===== src/rtl/demux_n_reg_if.sv =====
// Stream bundle for demux_n_reg: one producer port in, NCH consumer channels out,
// plus drop flag and the optional per-channel transfer counters.
interface demux_n_reg_if #(
  parameter int NCH  = 4,
  parameter int SELW = 2,
  parameter int DW   = 8,
  parameter int CNTW = 8
);
  logic                in_valid;
  logic                in_ready;
  logic [SELW-1:0]     in_sel;
  logic [DW-1:0]       in_data;
  logic [NCH-1:0]      out_valid;
  logic [NCH-1:0]      out_ready;
  logic [NCH*DW-1:0]   out_data;
  logic                err_drop;
  logic                cnt_clr;
  logic [NCH*CNTW-1:0] cnt_flat;

  modport master (
    output in_valid, in_sel, in_data, out_ready, cnt_clr,
    input  in_ready, out_valid, out_data, err_drop, cnt_flat
  );

  modport slave (
    input  in_valid, in_sel, in_data, out_ready, cnt_clr,
    output in_ready, out_valid, out_data, err_drop, cnt_flat
  );
endinterface


===== src/rtl/demux_n_reg.sv =====
// Registered 1-to-NCH demultiplexer with valid/ready flow control and a one-word holding stage.
// Define DEMUX_CNT_EN to build saturating per-channel delivered-word counters.
module demux_n_reg #(
  parameter int NCH  = 4,
  parameter int SELW = 2,
  parameter int DW   = 8,
  parameter int CNTW = 8
) (
  input logic           clk,
  input logic           rst_n,
  demux_n_reg_if.slave  bus
);
  typedef enum logic {EMPTY = 1'b0, FULL = 1'b1} state_t;

  localparam logic [SELW:0] NCH_L = (SELW+1)'(NCH);

  state_t          state_q, state_d;
  logic [SELW-1:0] hold_sel_p0;
  logic [DW-1:0]   hold_data_p0;
  logic            err_p0;

  logic [NCH-1:0]    sel_hit;
  logic [NCH-1:0]    vld;
  logic [NCH*DW-1:0] data_flat;
  logic              fire, accept, in_range;
  logic              load, clr_data, err_d;

  always_comb begin
    sel_hit = '0;
    for (int i = 0; i < NCH; i++) sel_hit[i] = (hold_sel_p0 == SELW'(i));
  end

  // Only the selected channel's ready matters; others are masked off by sel_hit.
  assign fire         = (state_q == FULL) && |(sel_hit & bus.out_ready);
  assign bus.in_ready = (state_q == EMPTY) || |(sel_hit & bus.out_ready);
  assign accept       = bus.in_valid && bus.in_ready;
  assign in_range     = ({1'b0, bus.in_sel} < NCH_L);

  always_comb begin
    state_d  = state_q;
    load     = 1'b0;
    clr_data = 1'b0;
    err_d    = 1'b0;
    case (state_q)
      EMPTY: begin
        if (accept) begin
          if (in_range) begin
            state_d = FULL;
            load    = 1'b1;
          end else begin
            err_d = 1'b1;
          end
        end
      end
      FULL: begin
        if (fire) begin
          if (accept && in_range) begin
            load = 1'b1;
          end else begin
            state_d  = EMPTY;
            clr_data = 1'b1;
            err_d    = accept;
          end
        end
      end
      default: state_d = EMPTY;
    endcase
  end

  // Stage p0: holding register
  always_ff @(posedge clk or negedge rst_n) begin
    if (!rst_n) begin
      state_q      <= EMPTY;
      hold_sel_p0  <= '0;
      hold_data_p0 <= '0;
      err_p0       <= 1'b0;
    end else begin
      state_q <= state_d;
      err_p0  <= err_d;
      if (load) begin
        hold_sel_p0  <= bus.in_sel;
        hold_data_p0 <= bus.in_data;
      end else if (clr_data) begin
        hold_data_p0 <= '0;
      end
    end
  end

  always_comb begin
    vld       = '0;
    data_flat = '0;
    for (int i = 0; i < NCH; i++) begin
      vld[i] = (state_q == FULL) && sel_hit[i];
      data_flat[i*DW +: DW] = vld[i] ? hold_data_p0 : '0;
    end
  end

  assign bus.out_valid = vld;
  assign bus.out_data  = data_flat;
  assign bus.err_drop  = err_p0;

`ifdef DEMUX_CNT_EN
  logic [CNTW-1:0]     cnt_q [NCH];
  logic [NCH*CNTW-1:0] cnt_flat_w;

  // Clear wins over a same-edge increment; counts stick at all-ones.
  always_ff @(posedge clk or negedge rst_n) begin
    if (!rst_n) begin
      for (int i = 0; i < NCH; i++) cnt_q[i] <= '0;
    end else begin
      for (int i = 0; i < NCH; i++) begin
        if (bus.cnt_clr)
          cnt_q[i] <= '0;
        else if (fire && sel_hit[i] && (cnt_q[i] != {CNTW{1'b1}}))
          cnt_q[i] <= cnt_q[i] + 1'b1;
      end
    end
  end

  always_comb begin
    cnt_flat_w = '0;
    for (int i = 0; i < NCH; i++) cnt_flat_w[i*CNTW +: CNTW] = cnt_q[i];
  end

  assign bus.cnt_flat = cnt_flat_w;
`else
  logic unused_cnt_clr;
  assign unused_cnt_clr = bus.cnt_clr;
  assign bus.cnt_flat   = '0;
`endif
endmodule


===== src/flat_wrapper.sv =====
// flat-port wrapper written by rule: the top's interface ports become plain ports
module demux_n_reg_flat 
#(
  parameter int NCH  = 4,
  parameter int SELW = 2,
  parameter int DW   = 8,
  parameter int CNTW = 8
)
  (clk, rst_n, bus_in_valid, bus_in_sel, bus_in_data, bus_out_ready, bus_cnt_clr, bus_in_ready, bus_out_valid, bus_out_data, bus_err_drop, bus_cnt_flat);
  demux_n_reg_if #(.NCH(NCH), .SELW(SELW), .DW(DW), .CNTW(CNTW)) bus_i ();
  input logic clk;
  input logic rst_n;
  input wire logic [$bits(bus_i.in_valid)-1:0] bus_in_valid;
  input wire logic [$bits(bus_i.in_sel)-1:0] bus_in_sel;
  input wire logic [$bits(bus_i.in_data)-1:0] bus_in_data;
  input wire logic [$bits(bus_i.out_ready)-1:0] bus_out_ready;
  input wire logic [$bits(bus_i.cnt_clr)-1:0] bus_cnt_clr;
  output wire logic [$bits(bus_i.in_ready)-1:0] bus_in_ready;
  output wire logic [$bits(bus_i.out_valid)-1:0] bus_out_valid;
  output wire logic [$bits(bus_i.out_data)-1:0] bus_out_data;
  output wire logic [$bits(bus_i.err_drop)-1:0] bus_err_drop;
  output wire logic [$bits(bus_i.cnt_flat)-1:0] bus_cnt_flat;
  assign bus_i.in_valid = bus_in_valid;
  assign bus_i.in_sel = bus_in_sel;
  assign bus_i.in_data = bus_in_data;
  assign bus_i.out_ready = bus_out_ready;
  assign bus_i.cnt_clr = bus_cnt_clr;
  assign bus_in_ready = bus_i.in_ready;
  assign bus_out_valid = bus_i.out_valid;
  assign bus_out_data = bus_i.out_data;
  assign bus_err_drop = bus_i.err_drop;
  assign bus_cnt_flat = bus_i.cnt_flat;
  demux_n_reg #(.NCH(NCH), .SELW(SELW), .DW(DW), .CNTW(CNTW)) u_core (.clk(clk), .rst_n(rst_n), .bus(bus_i));
endmodule

===== config.mk =====
export PLATFORM = sky130hd
export DESIGN_NAME = demux_n_reg_flat
export DESIGN_NICKNAME = d
export VERILOG_FILES = /design/src/rtl/demux_n_reg_if.sv /design/src/rtl/demux_n_reg.sv /design/src/flat_wrapper.sv
export SDC_FILE = /design/constraint.sdc
export NUM_CORES = 1
export LEC_CHECK = 0
export BUFFER_PORTS_ARGS = -buffer_cell sky130_fd_sc_hd__clkbuf_2
export CAP_MARGIN = 20
export CORE_ASPECT_RATIO = 1.5
export CORE_MARGIN = 1.5
export CORE_UTILIZATION = 40
export CTS_CLUSTER_SIZE = 20
export DETAILED_ROUTE_END_ITERATION = 16
export PLACE_DENSITY = 0.85
export SLEW_MARGIN = 20
export SYNTH_ARGS = -nofsm -noshare
export SYNTH_HDL_FRONTEND = slang
export SYNTH_SLANG_ARGS = --single-unit
export TNS_END_PERCENT = 10

===== constraint.sdc =====
create_clock -name clk -period 2.4 [get_ports clk]
set_clock_uncertainty 0.05 [all_clocks]
set_input_delay 0.12 -clock clk [delete_from_list [all_inputs] [get_ports clk]]
set_output_delay 0.12 -clock clk [all_outputs]
set_load 0.02 [all_outputs]

# ---- Word level (Yosys, flattened, before mapping)
# Index checks and enable logic that the tools add are counted.
dict set report totals {
  ff_bits 11
  inputBits 18
  output_inout_bits 70
  elab_cells 32
}
dict set report classes {
  eq_ne 3
  bitwise 2
  n_mux 14
  n_reduce_logical 10
}
# cell count
set op_table {}
lappend op_table {{$mux 8} 6}
lappend op_table {{$logic_and 1x1->1} 6}
lappend op_table {{$mux 1} 6}
lappend op_table {{$and 4x4->4} 1}
lappend op_table {{$eq 2x2->1 const B} 2}
lappend op_table {{$pmux 1 s2} 2}
lappend op_table {{$reduce_or 4->1} 1}
lappend op_table {{$eq 2x1->1 const B} 1}
lappend op_table {{$logic_not 2->1} 1}
lappend op_table {{$reduce_bool 2->1} 1}
lappend op_table {{$logic_or 1x1->1} 1}
lappend op_table {{$not 1->1} 1}

# ---- Longest topological paths before layout
# Gate-level depths: netlist of run 1.
dict set report depth {
  ltp_word 10
  depth_mapped 4
  ltp_nobuf 3
}

# ---- Worst setup path before layout of run 1
# OpenSTA, ideal clock, no wires.
dict set report synth_timing {
  kind {register to register}
  startpoint {register u_core.hold_sel_p0[0]}
  endpoint {register u_core.hold_sel_p0[0]}
  period_less_slack_ns 1.548
  t_arrival_ns 1.376
  path_stages_with_launch 5
  setup_time_ns 0.122
  setup_slack_ns 0.852
  n_path_buf 1
  required_ns 2.228
  path_cell_list {dfrtp_1 -> mux2_2 -> o22a_1 -> buf_6 -> a32o_1}
}
dict set report synth_via {
  elab_chain_cells 8
  elab_cells_between_ends 12
  classes_between {eq/ne: 3; mux: 3; bitwise: 1; reduce/logical: 5}
}
# element line
set synth_lines {}
lappend synth_lines {{start, declared} demux_n_reg.sv:18} ;# logic [SELW-1:0] hold_sel_p0;
lappend synth_lines {{start signal, assigned} demux_n_reg.sv:81} ;# hold_sel_p0 <= bus.in_sel;
lappend synth_lines {{$eq 2x1->1, or another cell as far along} demux_n_reg.sv:30} ;# for (int i = 0; i < NCH; i++) sel_hit[i] = (hold_sel_p0 == SELW'(i));
lappend synth_lines {{$and 4x4->4 (*)} demux_n_reg.sv:35} ;# assign bus.in_ready = (state_q == EMPTY) || |(sel_hit & bus.out_ready);
lappend synth_lines {{$reduce_or 4->1 (*)} demux_n_reg.sv:35}
lappend synth_lines {{$logic_or 1x1->1 (*)} demux_n_reg.sv:35}
lappend synth_lines {{via bus_in_ready} flat_wrapper.sv:18} ;# output wire logic [$bits(bus_i.in_ready)-1:0] bus_in_ready;
lappend synth_lines {{$logic_and 1x1->1 (*)} demux_n_reg.sv:36} ;# assign accept = bus.in_valid && bus.in_ready;
lappend synth_lines {{$mux 1 (*)} {demux_n_reg.sv:46, demux_n_reg.sv:57}}
lappend synth_lines {{$mux 1} demux_n_reg.sv:56} ;# if (fire) begin
lappend synth_lines {{$pmux 1 s2 (*)} demux_n_reg.sv:44} ;# case (state_q)
# The timed path passes the listed nets; every way through them passes the cells marked *.
# A chain may end at the register's enable or synchronous reset.

# ---- Final worst setup path of run 1
dict set report layout_timing {
  startpoint {register u_core.hold_sel_p0[0]}
  endpoint {output bus_in_ready}
}
dict set report layout_via {
  elab_chain_cells 4
  elab_cells_between_ends 7
  classes_between {eq/ne: 3; bitwise: 1; reduce/logical: 3}
}
# element line
set layout_lines {}
lappend layout_lines {{$eq 2x1->1, or another cell as far along} demux_n_reg.sv:30}
lappend layout_lines {{$and 4x4->4 (*)} demux_n_reg.sv:35}
lappend layout_lines {{$reduce_or 4->1 (*)} demux_n_reg.sv:35}
lappend layout_lines {{$logic_or 1x1->1 (*)} demux_n_reg.sv:35}
lappend layout_lines {{end, declared} flat_wrapper.sv:18}
# Every way passes the cells marked *; elsewhere a longest branch is shown, timed or not.

==> results.env, run 1 <==
POWER.DENSITY_nW_PER_UM2=820
VIAS=839
GRTUSAGETOTAL_PCT=15.5
CLOCK_PATH_BUFFERS=2
FIRST_PASS_DETAILED_ROUTE_ITERATION_TOTAL=5
DRIVE_GT1_SHARE_PCT=37.7
ROUTED_WL_MM=2.02
BEGINNING_OF_THE_WORST_HOLD_PATH='bus_in_data[1]'
CRITICAL-PATH-TOP-DELAY-FAMILY='flip-flops'
NUMBER_OF_SYNTHESIS_WARNINGS=0
CRITICAL_PATH_PEAK_FANOUT=11
FIRST_ITER_VIOLATIONS=6
DRT_DRC_VIOLATIONS_LEFT=0
CLK_LATENCY_NS=0.26
GLOBALROUTEMET1UTIL_PCT=16.7
LEAKAGEPOWER_nW=0.674
OUTCOME='finished clean'
DESIGN.PORTCOUNT=88
GLOBALROUTEOVERFLOWTOTAL=0
MIN_PATH_CELLS=2
YOSYSUNIQUECELLTYPES=18
SETUP_VIOL=0
CRITICAL_PATH.REG2REG.ENDPOINT='u_core.hold_sel_p0[0]$_DFFE_PN0P_'
CRITICAL_PATH.REG2REG.STARTPOINT='u_core.hold_sel_p0[0]$_DFFE_PN0P_'
SYNTH-SEQ-CELLS=11
CTS_HTREE_LEVELS=1
CP-END-KIND='primary output'
SYNTH-SEQ-AREA-SHARE_PCT=28.3
POWER.TOTAL_mW=0.945
SETUP_TNS_NS=0
SETUP_SLACK_PLACEMENT_NS=0.755
FINAL.SETUP.WORST_SLACK_NS=0.572
LAYOUT.CORE_UTILIZATION_PCT=51.0
AREA_OF_THE_CORE_SQ_UM=2260
GRT_PASS1_WL_MM=3.30
CLOCK_PIN_SLEW_OF_THE_REGISTERS_ON_THE_WORST_CASE_SETUP_AND_HOLD_PATHS_NS=0.06
DIE_WIDTH_UM=43.3
PORT_BUFFERS=53
GR-USAGE-MET2_PCT=28.4
CPPEAKSTAGEDELAY_NS=0.45
GRT_MAX_DEGREE=14
GRTUSAGEMET3_PCT=2.87
DIE_H_UM=63.4
WORST_PATH_MAX_DELAY_CELL='sky130_fd_sc_hd__dfrtp_1'
WORST_SETUP_PATH_START_KIND='flip-flop'
CTS_TREE='yes'
ANTENNA_FOUND_INITIAL=0
LAYOUT-AREA-OVERHEAD-VS-SYNTH_PCT=18.5
CRITICAL_PATH.N_BUFFERS_INVERTERS=1
WORSTHOLDENDPOINT='u_core.hold_data_p0[1]$_DFFE_PN0P_'
HPWL_MM=1.70
NUMBER_OF_MAX_CAPACITANCE_VIOLATIONS_REPORTED=0
SYNTHESIS.AREA_SQ_UM=972
GRT_PASS1_VIAS=729
GRT_MOST_USED_LAYER='met2'
REQUIRED_NS=2.23
SLEW_VIOL_FINAL=0
NUMCLOCKSINKS=11
WORST-R2R-CELL-COUNT=3
POSTSYNTHCELLCOUNT=109
VDD_DROP_MAX_V=0.000368
CP_NUM_CELLS=3
GP_CONGESTION=0.690
ANTENNA_CELLS_INSERTED=0
GRT_SETUP_UNREPAIRED='false'
CTS_MADE_BUFFERS=3
HOLD_PATH_CLASS='in2reg'
CLOCKROOTBUFFER='sky130_fd_sc_hd__clkbuf_4'
CRITICALPATHCATEGORY='reg2out'
TIMING.REG2REG.SETUP_SLACK_NS=0.73
FINALCRITICALPERIOD_NS=1.83
NETS=181
ANTENNA_LEFT=0
NUM-FILL-CELLS=236
VIA_PER_INST=4.54
FLOORPLAN.INITIALDENSITY_PCT=43.0
POST_SYNTH.CELL_AREA_AVG_SQ_UM=8.92
MAXCLOCKFREQUENCY_GHz=0.547
FINAL_CLOCK_PERIOD_UTILIZATION_BY_THE_WORST_PATH_PCT=76.2
STD_CELL_ROWS=21
FLOORPLAN.DIE_AREA_SQ_UM=2740
FINALHOLDVIOLATIONS=0
ROUTE.DETAILED.WL_PER_INST_UM=10.9
WORSTPATHCELLLIST='mux2_2 -> o22a_1 -> clkbuf_2'
CRITICAL_PATH_ARRIVAL_NS=1.66
[power breakdown]
group	switching (mW)	internal [mW]
clock	0.0560	0.0642
combinational	0.333	0.181
sequential	0.0668	0.243
total	0.456	0.489
[per-stage QoR]
step | area (sq um) | hold slack, ns | cells
after detailed placement | 1120 | -0.0430 | 180
after global placement | 1120 | -0.0475 | 180
after CTS | 1150 | 0.0551 | 185
final | 1150 | 0.0633 | 185
after global routing | 1150 | 0.0585 | 185
after floorplan | 1090 | -0.226 | 141
[cell usage in the layout, fill, tap and decap left out, types with 3 or more instances in the layout]
cell                       netlist  final
sky130_fd_sc_hd__clkbuf_2        0     53
sky130_fd_sc_hd__conb_1          1     33
sky130_fd_sc_hd__and2_1         32     32
sky130_fd_sc_hd__dfrtp_1        11     11
sky130_fd_sc_hd__a32o_1          9      9
sky130_fd_sc_hd__mux2_2          3      3
sky130_fd_sc_hd__o21ai_0         3      3
sky130_fd_sc_hd__clkbuf_4        0      3
[synthesized netlist by cell type]
library cell | instances | share of area [%]
sky130_fd_sc_hd__and3_1 | 2 | 1.3
sky130_fd_sc_hd__buf_4 | 33 | 25
sky130_fd_sc_hd__mux2i_1 | 1 | 1.0
sky130_fd_sc_hd__or2_2 | 1 | 0.64
sky130_fd_sc_hd__a32o_1 | 9 | 9.3
sky130_fd_sc_hd__and2_1 | 32 | 21
sky130_fd_sc_hd__nand2b_1 | 2 | 1.3
sky130_fd_sc_hd__dfrtp_1 | 11 | 28
sky130_fd_sc_hd__o21ai_0 | 3 | 1.5
sky130_fd_sc_hd__mux2_2 | 3 | 3.5
sky130_fd_sc_hd__conb_1 | 1 | 0.39
sky130_fd_sc_hd__nand2_1 | 1 | 0.39
sky130_fd_sc_hd__inv_1 | 2 | 0.77
sky130_fd_sc_hd__clkbuf_1 | 3 | 1.2
sky130_fd_sc_hd__buf_6 | 1 | 1.2
sky130_fd_sc_hd__o22a_1 | 1 | 0.90
sky130_fd_sc_hd__o221ai_2 | 1 | 1.5
sky130_fd_sc_hd__nor2_1 | 2 | 0.77
[per-layer routing]
layer	vias to the layer above	part of all wire, %
met3	2	9.6
met4	0	0.69
met2	53	54
li1	407	-
met5	-	0
met1	377	36
[state kept, by name (all words and copies together), names as in the netlist]
name                 flops
u_core.hold_data_p0      8
u_core.state_q           1
u_core.hold_sel_p0       2
[cell type report]
| type | instances | area [sq um] | share of cell area (%) |
|---|---|---|---|
| Clock buffer | 4 | 26.3 | 2.28 |
| Tap cell | 23 | 28.8 | 2.50 |
| Inverter | 2 | 7.51 | 0.651 |
| Sequential cell | 11 | 275 | 23.9 |
| Multi-Input combinational cell | 91 | 539 | 46.8 |
| Timing Repair Buffer | 54 | 275 | 23.9 |
[worst max path at each step]
stage                                            from                                 end
floorplan           u_core.hold_sel_p0[0]$_DFFE_PN0P_   u_core.hold_sel_p0[0]$_DFFE_PN0P_
global placement    u_core.hold_sel_p0[0]$_DFFE_PN0P_  u_core.hold_data_p0[1]$_DFFE_PN0P_
detailed placement  u_core.hold_sel_p0[0]$_DFFE_PN0P_  u_core.hold_data_p0[4]$_DFFE_PN0P_
CTS                 u_core.hold_sel_p0[1]$_DFFE_PN0P_                     bus_out_data[6]
global route        u_core.hold_sel_p0[1]$_DFFE_PN0P_                     bus_out_data[5]
finish              u_core.hold_sel_p0[0]$_DFFE_PN0P_                        bus_in_ready
[repair_timing]
| item | in CTS | in global routing |
|---|---|---|
| hold endpoints to repair | 11 | 0 |
| setup buffers | 0 | 0 |
| resized for setup | 0 | 0 |
| hold buffers | 1 | 0 |
[kinds of logic (layout without fill, tap and decap cells)]
logic type,after synthesis,count (layout),share of synthesized area [%]
simple gates,40,40,25.0
buf+inv,39,60,28.6
compound gates,14,14,13.3
flops,11,11,28.3
mux,4,4,4.50
other cells,1,33,0.386
Power figures use the tool's default switching activity.
==> run 2: changes to the inputs <==
CORE_UTILIZATION = 33   (was 40)
PLACE_DENSITY = 0.75   (was 0.85)
clock period = 1.51 ns   (was 2.4 ns; I/O delays follow)
==> run 2 against run 1 <==
The run now ends with setup timing left. Combinational power rose by 130%. Utilization up 0.58 points. First-iteration DRC count rose by 100%. Register-to-register slack got worse by 0.71 ns. Critical path depth did not move. Final cell count is 14% higher. Clock power grew 140%. Non-clock buffer count up 10. Flip-flop and latch count unchanged. Global-route usage is 0.73 points higher. Critical endpoint unchanged.
==> results.env, run 2 (synthesized netlist as in run 1, its figures left out) <==
FIRST_ITER_VIOLATIONS=12  # +6
FINAL_CLOCK_PERIOD_UTILIZATION_BY_THE_WORST_PATH_PCT=103
WORST-R2R-CELL-COUNT=3  # unchanged
CRITICAL_PATH.REG2REG.STARTPOINT='u_core.hold_sel_p0[0]$_DFFE_PN0P_'
SETUP_VIOL=5  # +5
FINALCRITICALPERIOD_NS=1.55
DESIGN.PORTCOUNT=88  # unchanged
NUMBER_OF_MAX_CAPACITANCE_VIOLATIONS_REPORTED=0  # unchanged
GRT_PASS1_VIAS=846  # +16%
TIMING.REG2REG.SETUP_SLACK_NS=0.02  # -0.71 ns
FF_LATCH_AREA_SQ_UM=279  # +1.4%
VDD_DROP_MAX_V=0.000908  # +150%
CRITICALPATHCATEGORY='reg2out'
CLOCKROOTBUFFER='sky130_fd_sc_hd__clkbuf_8'
DETAILED_PLACE.AREA_SQ_UM=1210  # +8.3%
DIE_H_UM=69.5  # +9.6%
FINAL.SETUP.WORST_SLACK_NS=-0.0430  # -0.615 ns
FLOORPLAN.INITIALDENSITY_PCT=35.6  # -7.5 points
CRITICAL_PATH_ARRIVAL_NS=1.43  # -0.23 ns
VIA_PER_INST=4.40  # -3.0%
VIOLATED_CHECKS='setup timing'
BEGINNING_OF_THE_WORST_HOLD_PATH='bus_in_data[3]'
COMMONEST_NON_FILL_NON_TAP_CELLS_IN_THE_LAYOUT='sky130_fd_sc_hd__clkbuf_2 (35), sky130_fd_sc_hd__conb_1 (33), sky130_fd_sc_hd__and2_1 (32), sky130_fd_sc_hd__clkbuf_4 (11), sky130_fd_sc_hd__buf_4 (10)'
CTS_TREE='yes'
REGMOSTFLOPS='u_core.hold_data_p0'
CRITICAL_PATH_PEAK_FANOUT=6  # -5
STDCELL_AREA_SQ_UM=1410  # +22%
AREA_OF_THE_CORE_SQ_UM=2730  # +21%
MULTI_INPUT_COMB_AREA_SQ_UM=612  # +13%
CRITICAL-PATH-TOP-DELAY-FAMILY='flip-flops'
CRITICAL_PATH.N_BUFFERS_INVERTERS=1  # unchanged
CPPEAKSTAGEDELAY_NS=0.43  # -0.02 ns
ANTENNA_FOUND_INITIAL=0  # unchanged
LAYOUT-AREA-OVERHEAD-VS-SYNTH_PCT=45.0
GRT_PASS1_WL_MM=4.02  # +22%
DIE_WIDTH_UM=47.3  # +9.4%
LEADING_CELL_TYPE_IN_THE_LAYOUT_FILL_AND_TAPS_EXCLUDED='sky130_fd_sc_hd__clkbuf_2'
DRT_DRC_VIOLATIONS_LEFT=0  # unchanged
GRT_MAX_DEGREE=14  # unchanged
WORST_PATH_MAX_DELAY_CELL='sky130_fd_sc_hd__dfrtp_2'
FINALHOLDVIOLATIONS=0  # unchanged
ROUTED_WL_MM=2.75  # +37%
GRTUSAGETOTAL_PCT=16.2  # +0.73 points
GLOBALROUTEOVERFLOWTOTAL=0  # unchanged
LARGEST_REGISTER_FFS=8  # unchanged
FLOORPLAN.DIE_AREA_SQ_UM=3290  # +20%
MIN_PATH_CELLS=2  # unchanged
LAYOUT.CORE_UTILIZATION_PCT=51.6  # +0.58 points
ANTENNA_CELLS_INSERTED=0  # unchanged
ANTENNA_LEFT=0  # unchanged
HPWL_MM=1.91  # +12%
HOLD_PATH_CLASS='in2reg'
CLK_LATENCY_NS=0.24  # -0.02 ns
VIAS=928  # +11%
REQUIRED_NS=1.38  # -0.85 ns
CLOCK_PATH_BUFFERS=2  # unchanged
WORST_SETUP_PATH_START_KIND='flip-flop'
ROUTE.DETAILED.WL_PER_INST_UM=13.0  # +20%
LEAKAGEPOWER_nW=0.764  # +13%
SLEW_VIOL_FINAL=0  # unchanged
GRT_SETUP_UNREPAIRED='true'
LAYOUT_TOP_REGISTERS='u_core.hold_data_p0 x8, u_core.hold_sel_p0 x2, u_core.state_q x1'
CLOCK_PIN_SLEW_OF_THE_REGISTERS_ON_THE_WORST_CASE_SETUP_AND_HOLD_PATHS_NS=0.05  # about the same
NUMCLOCKSINKS=11  # unchanged
CTS_MADE_BUFFERS=3  # unchanged
STD_CELL_ROWS=23  # +9.5%
PORT_BUFFERS=53  # unchanged
WORSTPATHCELLLIST='mux2_4 -> o22a_4 -> buf_6'
DRIVE_GT1_SHARE_PCT=47.7  # +10 points
CP-END-KIND='primary output'
NETS=193  # +6.6%
OUTCOME='finished, violations left'
WORSTHOLDENDPOINT='u_core.hold_data_p0[3]$_DFFE_PN0P_'
MAXCLOCKFREQUENCY_GHz=0.644
FIRST_PASS_DETAILED_ROUTE_ITERATION_TOTAL=4  # -1
CTS_HTREE_LEVELS=1  # unchanged
GP_CONGESTION=0.871  # +26%
POWER.DENSITY_nW_PER_UM2=1410  # +71%
NUM-FILL-CELLS=270  # +14%
CRITICAL_PATH.REG2REG.ENDPOINT='u_core.hold_data_p0[6]$_DFFE_PN0P_'
[run 2: changes by cell type in the layout (fill, tap and decap cells not counted), sizes merged]
cell / previous run / this run
o22a: 1 / 2
buf: 0 / 15
and3: 2 / 3
clkbuf: 57 / 52
[run 2: metal layers]
metal | vias to the layer above | part of all wire [%] | global-route usage [%] | wire length [um]
li1 | 431 | - | - | -
met1 | 446 | 33 | 17.0 | 896
met2 | 51 | 61 | 30.6 | 1670
met3 | 0 | 6.7 | 1.82 | 185
met4 | 0 | 0 | 4.63 | 0
met5 | - | 0 | 0 | 0
[run 2: layout make-up]
type                    instances  share of cell area [%]
clock buffers                   4                    3.19
inverters                       2                   0.532
multi-input cells              93                    43.4
flip-flops and latches         11                    19.8
well taps                      37                    3.28
repair buffers                 64                    29.8
[run 2: per-stage QoR]
stage | hold WS, ns | setup TNS (ns) | power [mW] | setup WS [ns] | instances
detailed placement | -0.0826 | -0.343 | 1.45 | -0.0449 | 203
global route | 0.0403 | -1.18 | 2.10 | -0.0743 | 211
floorplan | -0.270 | -0.157 | 1.16 | -0.0174 | 141
CTS | 0.0396 | -0.557 | 1.86 | -0.0537 | 208
global placement | -0.0864 | -0.213 | 1.44 | -0.0247 | 203
finish | 0.0401 | -0.0526 | 1.98 | -0.0430 | 211
[run 2: how the worst max path moves through the flow]
stage	start	endpoint	slack, ns	depth (start not counted)
floorplan	u_core.hold_sel_p0[0]$_DFFE_PN0P_	u_core.hold_sel_p0[0]$_DFFE_PN0P_	-0.02	4
global placement	u_core.hold_sel_p0[0]$_DFFE_PN0P_	u_core.hold_data_p0[5]$_DFFE_PN0P_	-0.02	3
detailed placement	u_core.hold_sel_p0[0]$_DFFE_PN0P_	u_core.hold_data_p0[7]$_DFFE_PN0P_	-0.04	3
CTS	u_core.hold_sel_p0[0]$_DFFE_PN0P_	bus_in_ready	-0.05	3
global route	u_core.hold_sel_p0[0]$_DFFE_PN0P_	bus_in_ready	-0.07	3
finish	u_core.hold_sel_p0[0]$_DFFE_PN0P_	bus_in_ready	-0.04	3
[run 2: power breakdown]
group / leakage, nW / switching [mW] / total (mW) / internal, mW
sequential: 0.135 / 0.113 / 0.506 / 0.393
combinational: 0.607 / 0.658 / 1.18 / 0.526
clock: 0.0228 / 0.107 / 0.292 / 0.185
[run 2: what timing repair did]
action                                 CTS  global route
gates resized for setup                 29            16
hold buffers                             1             0
buffers inserted                         0             1
setup endpoints to repair               42            42
endpoints found under the hold margin   11             0
cloned                                   0             2
pin swaps                                0             6
[run 2: worst reg2reg max path, stage by stage, from the launching register on]
cell	delay [ns]
sky130_fd_sc_hd__dfrtp_2	0.43
sky130_fd_sc_hd__mux2_4	0.33
sky130_fd_sc_hd__o22a_2	0.29
sky130_fd_sc_hd__a32o_1	0.27
